### src/rtl/mul2_fitness_pkg.sv
// Shared types and golden model for the 2x2-bit multiplier lane scorers.
package mul2_fitness_pkg;

    localparam int unsigned LANES          = 16;
    localparam int unsigned OUT_BITS       = 4;
    localparam int unsigned MAX_BEAT_SCORE = LANES * OUT_BITS;

    typedef enum logic [1:0] {
        ACCUM  = 2'd0,
        DRAIN  = 2'd1,
        RESULT = 2'd2
    } state_t;

    typedef struct packed {
        logic [LANES-1:0] g3;
        logic [LANES-1:0] g2;
        logic [LANES-1:0] g1;
        logic [LANES-1:0] g0;
    } golden_t;

    // Bit-sliced reference product of {a1,a0} * {b1,b0} for all lanes at once.
    function automatic golden_t golden(
        input logic [LANES-1:0] a1,
        input logic [LANES-1:0] a0,
        input logic [LANES-1:0] b1,
        input logic [LANES-1:0] b0
    );
        golden_t g;
        g.g0 = a0 & b0;
        g.g1 = (a1 & b0) ^ (a0 & b1);
        g.g2 = a1 & b1 & ~(a0 & b0);
        g.g3 = a1 & a0 & b1 & b0;
        return g;
    endfunction

endpackage

### src/rtl/mul2_lane_fitness_scorer_popcount64.sv
// Combinational 64-bit population count.
module popcount64 (
    input  logic [63:0] bits,
    output logic [6:0]  count
);

    // Linear sum of set bits; synthesis folds this into an adder tree.
    always_comb begin
        count = '0;
        for (int i = 0; i < 64; i++) begin
            count = count + 7'(bits[i]);
        end
    end

endmodule

### src/rtl/mul2_lane_fitness_scorer.sv
// Scores a bit-sliced 2x2 multiplier candidate: matching output bits summed over BEATS words.
module mul2_lane_fitness_scorer
    import mul2_fitness_pkg::*;
#(
    parameter  int unsigned BEATS   = 1,
    localparam int unsigned SCORE_W = $clog2(64 * BEATS + 1)
) (
    input  logic               clk,
    input  logic               rst_n,
    input  logic               in_valid,
    output logic               in_ready,
    input  logic [15:0]        a1,
    input  logic [15:0]        a0,
    input  logic [15:0]        b1,
    input  logic [15:0]        b0,
    input  logic [15:0]        y3,
    input  logic [15:0]        y2,
    input  logic [15:0]        y1,
    input  logic [15:0]        y0,
    input  logic               abort,
    output logic               out_valid,
    input  logic               out_ready,
    output logic [SCORE_W-1:0] score,
    output logic               perfect
);

    localparam int unsigned CNT_W     = (BEATS > 1) ? $clog2(BEATS) : 1;
    localparam int unsigned FULL_SCORE = MAX_BEAT_SCORE * BEATS;

    state_t             state;
    logic [CNT_W-1:0]   beat_cnt;
    logic               s1_valid;
    logic               s2_valid;
    logic [63:0]        s1_match;
    logic [6:0]         s2_count;
    logic [6:0]         pc_count;
    logic [SCORE_W-1:0] acc;
    golden_t            gold;
    logic               accept;

    assign accept = in_valid && in_ready;
    assign gold   = golden(a1, a0, b1, b0);
    assign score  = acc;

    popcount64 u_popcount (
        .bits  (s1_match),
        .count (pc_count)
    );

    // Pipeline data: S1 holds per-bit match flags, S2 holds the beat's match count.
    always_ff @(posedge clk) begin
        if (accept) begin
            s1_match <= ~({y3, y2, y1, y0} ^ gold);
        end
        s2_count <= pc_count;
    end

    // Control FSM, pipeline valids and score accumulator; abort behaves like reset.
    always_ff @(posedge clk) begin
        if (!rst_n || abort) begin
            state     <= ACCUM;
            in_ready  <= 1'b1;
            out_valid <= 1'b0;
            perfect   <= 1'b0;
            beat_cnt  <= '0;
            s1_valid  <= 1'b0;
            s2_valid  <= 1'b0;
            acc       <= '0;
        end else begin
            s1_valid <= accept;
            s2_valid <= s1_valid;
            if (s2_valid) begin
                acc <= acc + SCORE_W'(s2_count);
            end
            case (state)
                ACCUM: begin
                    if (accept) begin
                        if (beat_cnt == CNT_W'(BEATS - 1)) begin
                            beat_cnt <= '0;
                            in_ready <= 1'b0;
                            state    <= DRAIN;
                        end else begin
                            beat_cnt <= beat_cnt + CNT_W'(1);
                        end
                    end
                end
                DRAIN: begin
                    // Both stages empty means the final add has already landed in acc.
                    if (!s1_valid && !s2_valid) begin
                        state     <= RESULT;
                        out_valid <= 1'b1;
                        perfect   <= (acc == SCORE_W'(FULL_SCORE));
                    end
                end
                RESULT: begin
                    if (out_ready) begin
                        state     <= ACCUM;
                        out_valid <= 1'b0;
                        perfect   <= 1'b0;
                        in_ready  <= 1'b1;
                        beat_cnt  <= '0;
                        acc       <= '0;
                    end
                end
                default: begin
                    state <= ACCUM;
                end
            endcase
        end
    end

endmodule

### config.mk
export PLATFORM = sky130hd
export DESIGN_NAME = mul2_lane_fitness_scorer
export DESIGN_NICKNAME = d
export VERILOG_FILES = /design/src/rtl/mul2_fitness_pkg.sv /design/src/rtl/mul2_lane_fitness_scorer_popcount64.sv /design/src/rtl/mul2_lane_fitness_scorer.sv
export SDC_FILE = /design/constraint.sdc
export NUM_CORES = 1
export LEC_CHECK = 0
export CAP_MARGIN = 20
export CORE_MARGIN = 2
export CORE_UTILIZATION = 50
export DETAILED_ROUTE_END_ITERATION = 8
export PLACE_DENSITY = 0.79
export SLEW_MARGIN = 40
export SYNTH_ARGS = -nofsm -noshare
export SYNTH_HDL_FRONTEND = slang
export SYNTH_HIERARCHICAL = 1
export SYNTH_SLANG_ARGS = --single-unit
### constraint.sdc
create_clock -name clk -period 7.3 [get_ports clk]
set_input_delay 1.825 -clock clk [delete_from_list [all_inputs] [get_ports clk]]
set_output_delay 1.825 -clock clk [all_outputs]
set_load 0.05 [all_outputs]
==> results of run 1 <==
worst paths after layout:
| check | from | endpoint | slack [ns] |
|---|---|---|---|
| setup reg to reg | s1_match[53] | s2_count[6] | 1.22 |
| hold / removal | s1_valid | s2_valid | 0.45 |
| hold reg to reg | s1_valid | s2_valid | 0.45 |
| setup / recovery | s1_match[53] | s2_count[6] | 1.22 |
flip-flops by register name (all words and copies together), names as in the netlist:
name,cells
s1_match,64
s2_count,7
score,7
state,2
in_ready,1
out_valid,1
perfect,1
s1_valid,1
s2_valid,1
cells by family after synthesis:
kind of cell             after synthesis  share of synthesized area, %
AND/OR/NAND/NOR                      124                          11.1
XOR/XNOR                              84                          12.9
flip-flops                            85                          41.0
AO/OA/AOI/OAI                         33                          4.18
adder cells (fa/ha/maj)               76                          23.9
multiplexers                           4                         0.722
buffers and inverters                 93                          6.26
worst register-to-register path: cells and delay by family (launching register included):
family / cells / cell delay, ns
DFF: 1 / 0.39
adders and majority gates: 10 / 4.67
AOI/OAI and AO/OA: 3 / 0.58
buffers and inverters: 6 / 0.33
area by class of cell:
class,instances,area [sq um],share of cell area [%]
clock inverter,7,100,1.31
sequential,85,2340,30.6
clock buffer,9,225,2.94
multi-input combinational,321,3020,39.4
timing repair buffer,144,1450,18.9
tap,143,179,2.34
inverter,91,342,4.46
layer usage:
layer  global-route usage (%)  vias up
met5                        0        -
met2                     38.4      102
met3                     3.72       23
met4                     9.00        0
met1                     20.3     1855
li1                         -     1943
synth_stat cells (3+ instances only):
cell,count
nor2_1,12
xor2_1,66
a211oi_1,4
xnor2_1,18
o21ai_0,3
nand3b_1,3
mux2i_1,3
nand3_1,20
dfxtp_1,21
o21a_1,3
a21oi_1,7
nand4_1,16
edfxtp_1,64
ha_1,21
nor4b_1,3
fa_1,55
nand2_1,54
inv_1,90
stage by stage:
| stage | worst slack [ns] | cell area [sq um] |
|---|---|---|
| global placement | 1.43 | 7310 |
| finish | 1.22 | 7650 |
| detailed placement | 1.26 | 7310 |
| global route | 1.02 | 7650 |
| CTS | 1.24 | 7630 |
| floorplan | 1.51 | 5720 |
layout by cell type (no fill, tap or decap), types with 9 or more instances in the layout:
cell type,instances
clkdlybuf4s50_1,142
nor2_1,12
xor2_1,66
nand4_1,16
dfxtp_1,21
ha_1,21
edfxtp_1,64
fa_1,55
xnor2_1,18
clkbuf_16,9
nand2_1,54
nand3_1,20
inv_1,89
==> impl_metrics.env, run 1 <==
export IMPL_syn_num_nets=708
export IMPL_postLayoutCoreUtil_pct=67.9
export IMPL_holdPathStages=2
export IMPL_synth_edf_count=64
export IMPL_via_per_inst=4.90
export IMPL_gp_congestion=0.824
export IMPL_ys_ff_latch=85
export IMPL_grt_max_degree=66
export IMPL_hold_class="reg2reg"
export IMPL_wl_met1_um=4250
export IMPL_cp_end_kind="flop"
export IMPL_synth_cells=499
export IMPL_cp_arrival_ns=6.31
export IMPL_cap_violations=0
export IMPL_grt_pass1_vias=4307
export IMPL_crit_chain="fa_1 > inv_1 > fa_1 > inv_1 > fa_1 > inv_1 > fa_1 > inv_1 > fa_1 > inv_1 > fa_1 > fa_1 > fa_1 > inv_1 > ha_1 > fa_1 > a211o_2 > a21oi_1 > o21bai_1"
export IMPL_wl_met2_um=6310
export IMPL_dr_pass1_iters=4
export IMPL_final_layout_size_suffix_gt1_share_pct=4.57
export IMPL_final_hold_violation_count=0
export IMPL_grt_pass1_wl_um=19100
export IMPL_grt_usage_pct=19.8
export IMPL_tritoncts="done"
export IMPL_ios=143
export IMPL_tns_ns=0
export IMPL_slowest_delay_ns=0.55
export IMPL_hold_ws_ns=0.449
export IMPL_synth_top_cell_area_share_pct=33.6
export IMPL_post_cts_buffers=0
export IMPL_wire_per_inst_um=14.2
export IMPL_synth_largest_area_cell="edfxtp_1"
export IMPL_core_area_sq_um=11300
export IMPL_finalCritPeriodShare_pct=83.3
export IMPL_cp_buffers_inverters=6
export IMPL_num_rows=39
export IMPL_async_flop_share_pct=0
export IMPL_cts_resized=0
export IMPL_skew_ns=0.00355
export IMPL_num_fill_cells=836
export IMPL_path_class="reg2reg"
export IMPL_rsz0062_at_grt="no"
export IMPL_nNetsFinal=861
export IMPL_cp_depth=19
export IMPL_crit_path_max_fanout=3
export IMPL_root_buffer="clkbuf_16"
export IMPL_status="completed"
export IMPL_post_route_min_period_ns=6.08
export IMPL_syn_cell_area_sq_um=5720
export IMPL_dieArea_sq_um=12300
export IMPL_overflow=0
export IMPL_antenna_cells=0
export IMPL_fmax_mhz=164
export IMPL_met3RoutedLength_um=491
export IMPL_yosys_most_used_dff="edfxtp_1"
export IMPL_crit_family="adder cells"
export IMPL_hold_buffers=0
export IMPL_antenna_found_initial=0
export IMPL_cts_max_level=3
export IMPL_numCtsBuffers=9
export IMPL_crit_required_ns=7.53
export IMPL_clock_sinks=85
export IMPL_synthToLayoutAreaGrowth_pct=33.9
export IMPL_routed_wl_um=11400
export IMPL_rr_worst_depth=19
export IMPL_clk_insertion_delay_late_ns=0.34
export IMPL_route_top_layer_used="met4"
export IMPL_die_w_um=111
export IMPL_fin_cells=800
export IMPL_placedCellCount=783
export IMPL_cts_path_max_buffers=2
export IMPL_vias=3923
export IMPL_clk_transition_reported_paths_ns=0.06
export IMPL_crit_path_top_delay_cell="fa_1"
export IMPL_die_h_um=111
export IMPL_postSynthAreaPerCell_sq_um=11.5
export IMPL_dp_hpwl_um=9540
export IMPL_setup_viol=0
export IMPL_drt_iter0_drc=141
export IMPL_antenna_left=0
export IMPL_synth_distinct_cells=48
export IMPL_finalMaxSlewViolations=0
export IMPL_drc=0
export IMPL_portBuffers=142
export IMPL_start_kind="flop"
export IMPL_worst_pin_slew_ns=0.494
export IMPL_ys_warn_count=6
export IMPL_crit_top_cell="fa_1"
export IMPL_ys_seq_area_share_pct=41.0
export IMPL_initial_utilization_pct=50.7
export IMPL_yosys_top_cells_area="edfxtp_1 (34%), fa_1 (19%), xor2_1 (10%), dfxtp_1 (7.4%), inv_1 (5.9%)"
export IMPL_timing_slew_headroom_pct=67.0
Power of run 1 is not shown: default switching activity piles up to over one toggle a cycle in this logic, so the estimate is an artifact.
==> run 2: changes to the inputs <==
- CORE_UTILIZATION: 50 -> 45
- PLACE_DENSITY: 0.79 -> 0.75
- clock period: 7.3 -> 5.24 ns (I/O delays scaled with it)
==> impl_metrics.env, run 2 (synthesis gave the netlist of run 1 again) <==
export IMPL_crit_path_max_fanout=3
export IMPL_hold_buffers=0
export IMPL_setup_viol=6
export IMPL_clock_sinks=85
export IMPL_grt_pass1_vias=4227
export IMPL_antenna_found_initial=0
export IMPL_cp_arrival_ns=6.06
export IMPL_overflow=0
export IMPL_final_hold_violation_count=0
export IMPL_skew_ns=0.00632
export IMPL_tritoncts="done"
export IMPL_cp_buffers_inverters=6
export IMPL_cts_max_level=3
export IMPL_routed_wl_um=11700
export IMPL_fmax_mhz=171
export IMPL_grt_pass1_wl_um=18900
export IMPL_postLayoutCoreUtil_pct=62.8
export IMPL_wire_per_inst_um=13.9
export IMPL_violations="negative setup slack"
export IMPL_mostFrequentLayoutCells="clkdlybuf4s50_1 (142), inv_1 (84), xor2_1 (66)"
export IMPL_crit_chain="fa_1 > inv_2 > fa_1 > inv_1 > fa_1 > inv_2 > fa_1 > inv_2 > fa_1 > inv_1 > fa_1 > fa_1 > fa_1 > inv_2 > ha_4 > fa_2 > a211o_2 > a21oi_2 > o21bai_1"
export IMPL_finalCritPeriodShare_pct=112
export IMPL_core_area_sq_um=12500
export IMPL_initial_utilization_pct=45.7
export IMPL_gp_congestion=0.856
export IMPL_multi_input_area_sq_um=3080
export IMPL_slowest_delay_ns=0.58
export IMPL_grt_max_degree=37
export IMPL_hold_class="reg2reg"
export IMPL_nNetsFinal=872
export IMPL_drt_iter0_drc=146
export IMPL_status="finished, violations left"
export IMPL_finalMaxSlewViolations=0
export IMPL_dieArea_sq_um=13600
export IMPL_final_setup_worst_slack_ns=-0.604
export IMPL_die_w_um=117
export IMPL_portBuffers=142
export IMPL_timing_slew_headroom_pct=58.0
export IMPL_dp_hpwl_um=9730
export IMPL_crit_path_top_delay_cell="fa_1"
export IMPL_worst_pin_slew_ns=0.629
export IMPL_cp_end_kind="flop"
export IMPL_cts_path_max_buffers=2
export IMPL_hp_start="s1_valid"
export IMPL_post_place_ws_ns=-0.627
export IMPL_antenna_left=0
export IMPL_cap_violations=0
export IMPL_numCtsBuffers=9
export IMPL_crit_top_cell="fa_1"
export IMPL_regMostFlops="s1_match"
export IMPL_crit_family="adder cells"
export IMPL_num_rows=41
export IMPL_dr_pass1_iters=6
export IMPL_layout_commonest_cell="clkdlybuf4s50_1"
export IMPL_num_fill_cells=991
export IMPL_synthToLayoutAreaGrowth_pct=37.5
export IMPL_via_per_inst=4.73
export IMPL_clk_transition_reported_paths_ns=0.07
export IMPL_drc=0
export IMPL_rsz0062_at_grt="yes"
export IMPL_ios=143
export IMPL_seqCellArea_sq_um=2340
export IMPL_largest_register_ffs=64
export IMPL_grt_usage_pct=18.5
export IMPL_post_route_min_period_ns=5.84
export IMPL_root_buffer="clkbuf_16"
export IMPL_crit_required_ns=5.46
export IMPL_antenna_cells=0
export IMPL_path_class="reg2reg"
export IMPL_final_layout_size_suffix_gt1_share_pct=8.23
export IMPL_r2r_start="s1_match[57]"
export IMPL_die_h_um=117
export IMPL_clk_insertion_delay_late_ns=0.33
export IMPL_cp_startpoint="s1_match[57]"
export IMPL_vias=3973
export IMPL_start_kind="flop"
## run 2: layout make-up
cell class	instances	share of cell area (%)
multi-input cells	321	39.1
inverters	91	4.35
clock inverters	7	1.61
well taps	172	2.74
flip-flops and latches	85	29.8
clock buffers	9	2.87
repair buffers	155	19.5
## run 2: worst paths after layout
kind / to / depth (start not counted) / slack (ns)
worst max register to register: s2_count[6] / 19 / -0.60
worst min register to register: s2_valid / 2 / 0.45
worst max-delay path: s2_count[6] / 19 / -0.60
worst min-delay path: s2_valid / 2 / 0.45
## run 2: tightest hold or removal path, delay by kind of cell, from the launching register on
family                 cells  cell delay (ns)
DFF                        1             0.32
buffers and inverters      1             0.05
and+or+nand+nor            1             0.03
## run 2: metal layers
layer	global-route usage [%]	routed length [um]	vias up
li1	-	-	1962
met1	19.0	4310	1881
met2	36.5	6610	117
met3	5.29	559	13
met4	4.78	189	0
met5	0	0	-
## run 2: per-stage QoR
stage | TNS [ns] | cell area [sq um] | std cells | hold WS (ns)
5_1_grt | -3.66 | 7860 | 840 | 0.495
3_5_place_dp | -2.49 | 7420 | 821 | 0.441
4_1_cts | -2.80 | 7830 | 839 | 0.455
2_1_floorplan | -0.906 | 5730 | 499 | 0.421
3_3_place_gp | -1.50 | 7420 | 821 | 0.432
6_report | -2.70 | 7860 | 840 | 0.448
## run 2: timing repair
action,4_1_cts,5_1_grt
setup buffers,2,1
setup endpoints to repair,6,6
pin swaps,7,5
cloned,0,0
gates resized for setup,10,5
hold endpoints to repair,0,0
Power of run 2 is left out for the same reason.
==> RTL change, RTL diff (config.mk and constraints of run 1) <==
Re-encode `state_t` (3 states) as one-hot, 3 bits wide.
--- a/src/rtl/mul2_fitness_pkg.sv
+++ b/src/rtl/mul2_fitness_pkg.sv
@@ -5,10 +5,10 @@
     localparam int unsigned OUT_BITS       = 4;
     localparam int unsigned MAX_BEAT_SCORE = LANES * OUT_BITS;
 
-    typedef enum logic [1:0] {
-        ACCUM  = 2'd0,
-        DRAIN  = 2'd1,
-        RESULT = 2'd2
+    typedef enum logic [2:0] {
+        ACCUM  = 3'b001,
+        DRAIN  = 3'b010,
+        RESULT = 3'b100
     } state_t;
 
     typedef struct packed {
Check against the original RTL: same outputs for any inputs over 4 cycles, from zero or initial values; so few cycles prove little.
==> RTL change against run 1 <==
Die area grew 0.89%; non-clock buffer count is the same; wire length grew 3.7%; synthesized cell count grew 0.60%; critical path type unchanged; final area grew 0.74%; first-iteration DRC count grew 17%; worst setup slack gained 0.079 ns; cell count grew 0.38%; largest cell class unchanged; sequential cell count grew 1; area after synthesis grew 0.92%.
Power is left out: the tool's default activity adds up to more than one toggle a clock period on the data nets, which glitch-free logic cannot reach.
==> RTL change: results (changes against run 1) <==
status finished clean (unchanged); compound-cell area share of the yosys netlist 0.0453 (was 0.0418); Fillers 885 (was 836); Cell variety after synth 47 (was 48); post-synthesis sequential area ratio 0.410 (about the same); DRT iter0 DRCs 165 (was 141); gp weighted congestion 0.811 (was 0.824); hpwl dp 9780 um (was 9540 um); met2 WL 6640 um (was 6310 um); post-place instance area 7370 sq um (was 7310 sq um); Wirelength per Cell 14.7 um (was 14.2 um); top cells by instance count after synthesis inv_1, xor2_1, edfxtp_1, fa_1, nand2_1 (unchanged); global-route wire length before repair 19600 um (was 19100 um); pin count of the biggest net entering global routing 67 (was 66); Nets 864 (was 861); Post-Synth XOR/XNOR Area 0.128 (was 0.129); Hold Crit Start s1_match[2] (was s1_valid); met3 wire len 544 um (was 491 um); via count 4060 (was 3923); share of cells above drive strength 1 0.0424 (was 0.0457); Storage cell area 2360 sq um (was 2340 sq um); WHS 0.491 ns (was 0.449 ns); adder-cell share of the synthesized area 0.236 (was 0.239); Slew headroom 0.646 (was 0.670); post-route insts no fill 803 (was 800); Critical Path AT 6.22 ns (was 6.31 ns); net count after synthesis 711 (was 708); fraction of synthesized area in multiplexers 0.00716 (was 0.00722); first drt pass iteration count 5 (was 4)
[RTL change: cell type report]
cell class                      count  share of cell area
Clock inverter                      7              0.0123
Clock buffer                        9              0.0292
Tap cell                          143              0.0232
Inverter                           89              0.0433
Sequential cell                    86               0.306
Multi-Input combinational cell    325               0.398
Timing Repair Buffer              144               0.188
[RTL change: worst max path at each step]
stage               slack, ns          end         start  cells past startpoint
floorplan                1.51  s2_count[6]  s1_match[53]                     19
global placement         1.44  s2_count[6]  s1_match[53]                     19
detailed placement       1.33  s2_count[6]  s1_match[53]                     19
CTS                      1.32  s2_count[6]  s1_match[53]                     19
global route             1.05  s2_count[6]  s1_match[53]                     19
finish                   1.30  s2_count[6]  s1_match[53]                     19
[RTL change: metal layers]
layer	up-vias	GRT usage
li1	1960	-
met1	1946	0.209
met2	132	0.397
met3	22	0.0446
met4	0	0.0634
met5	-	0
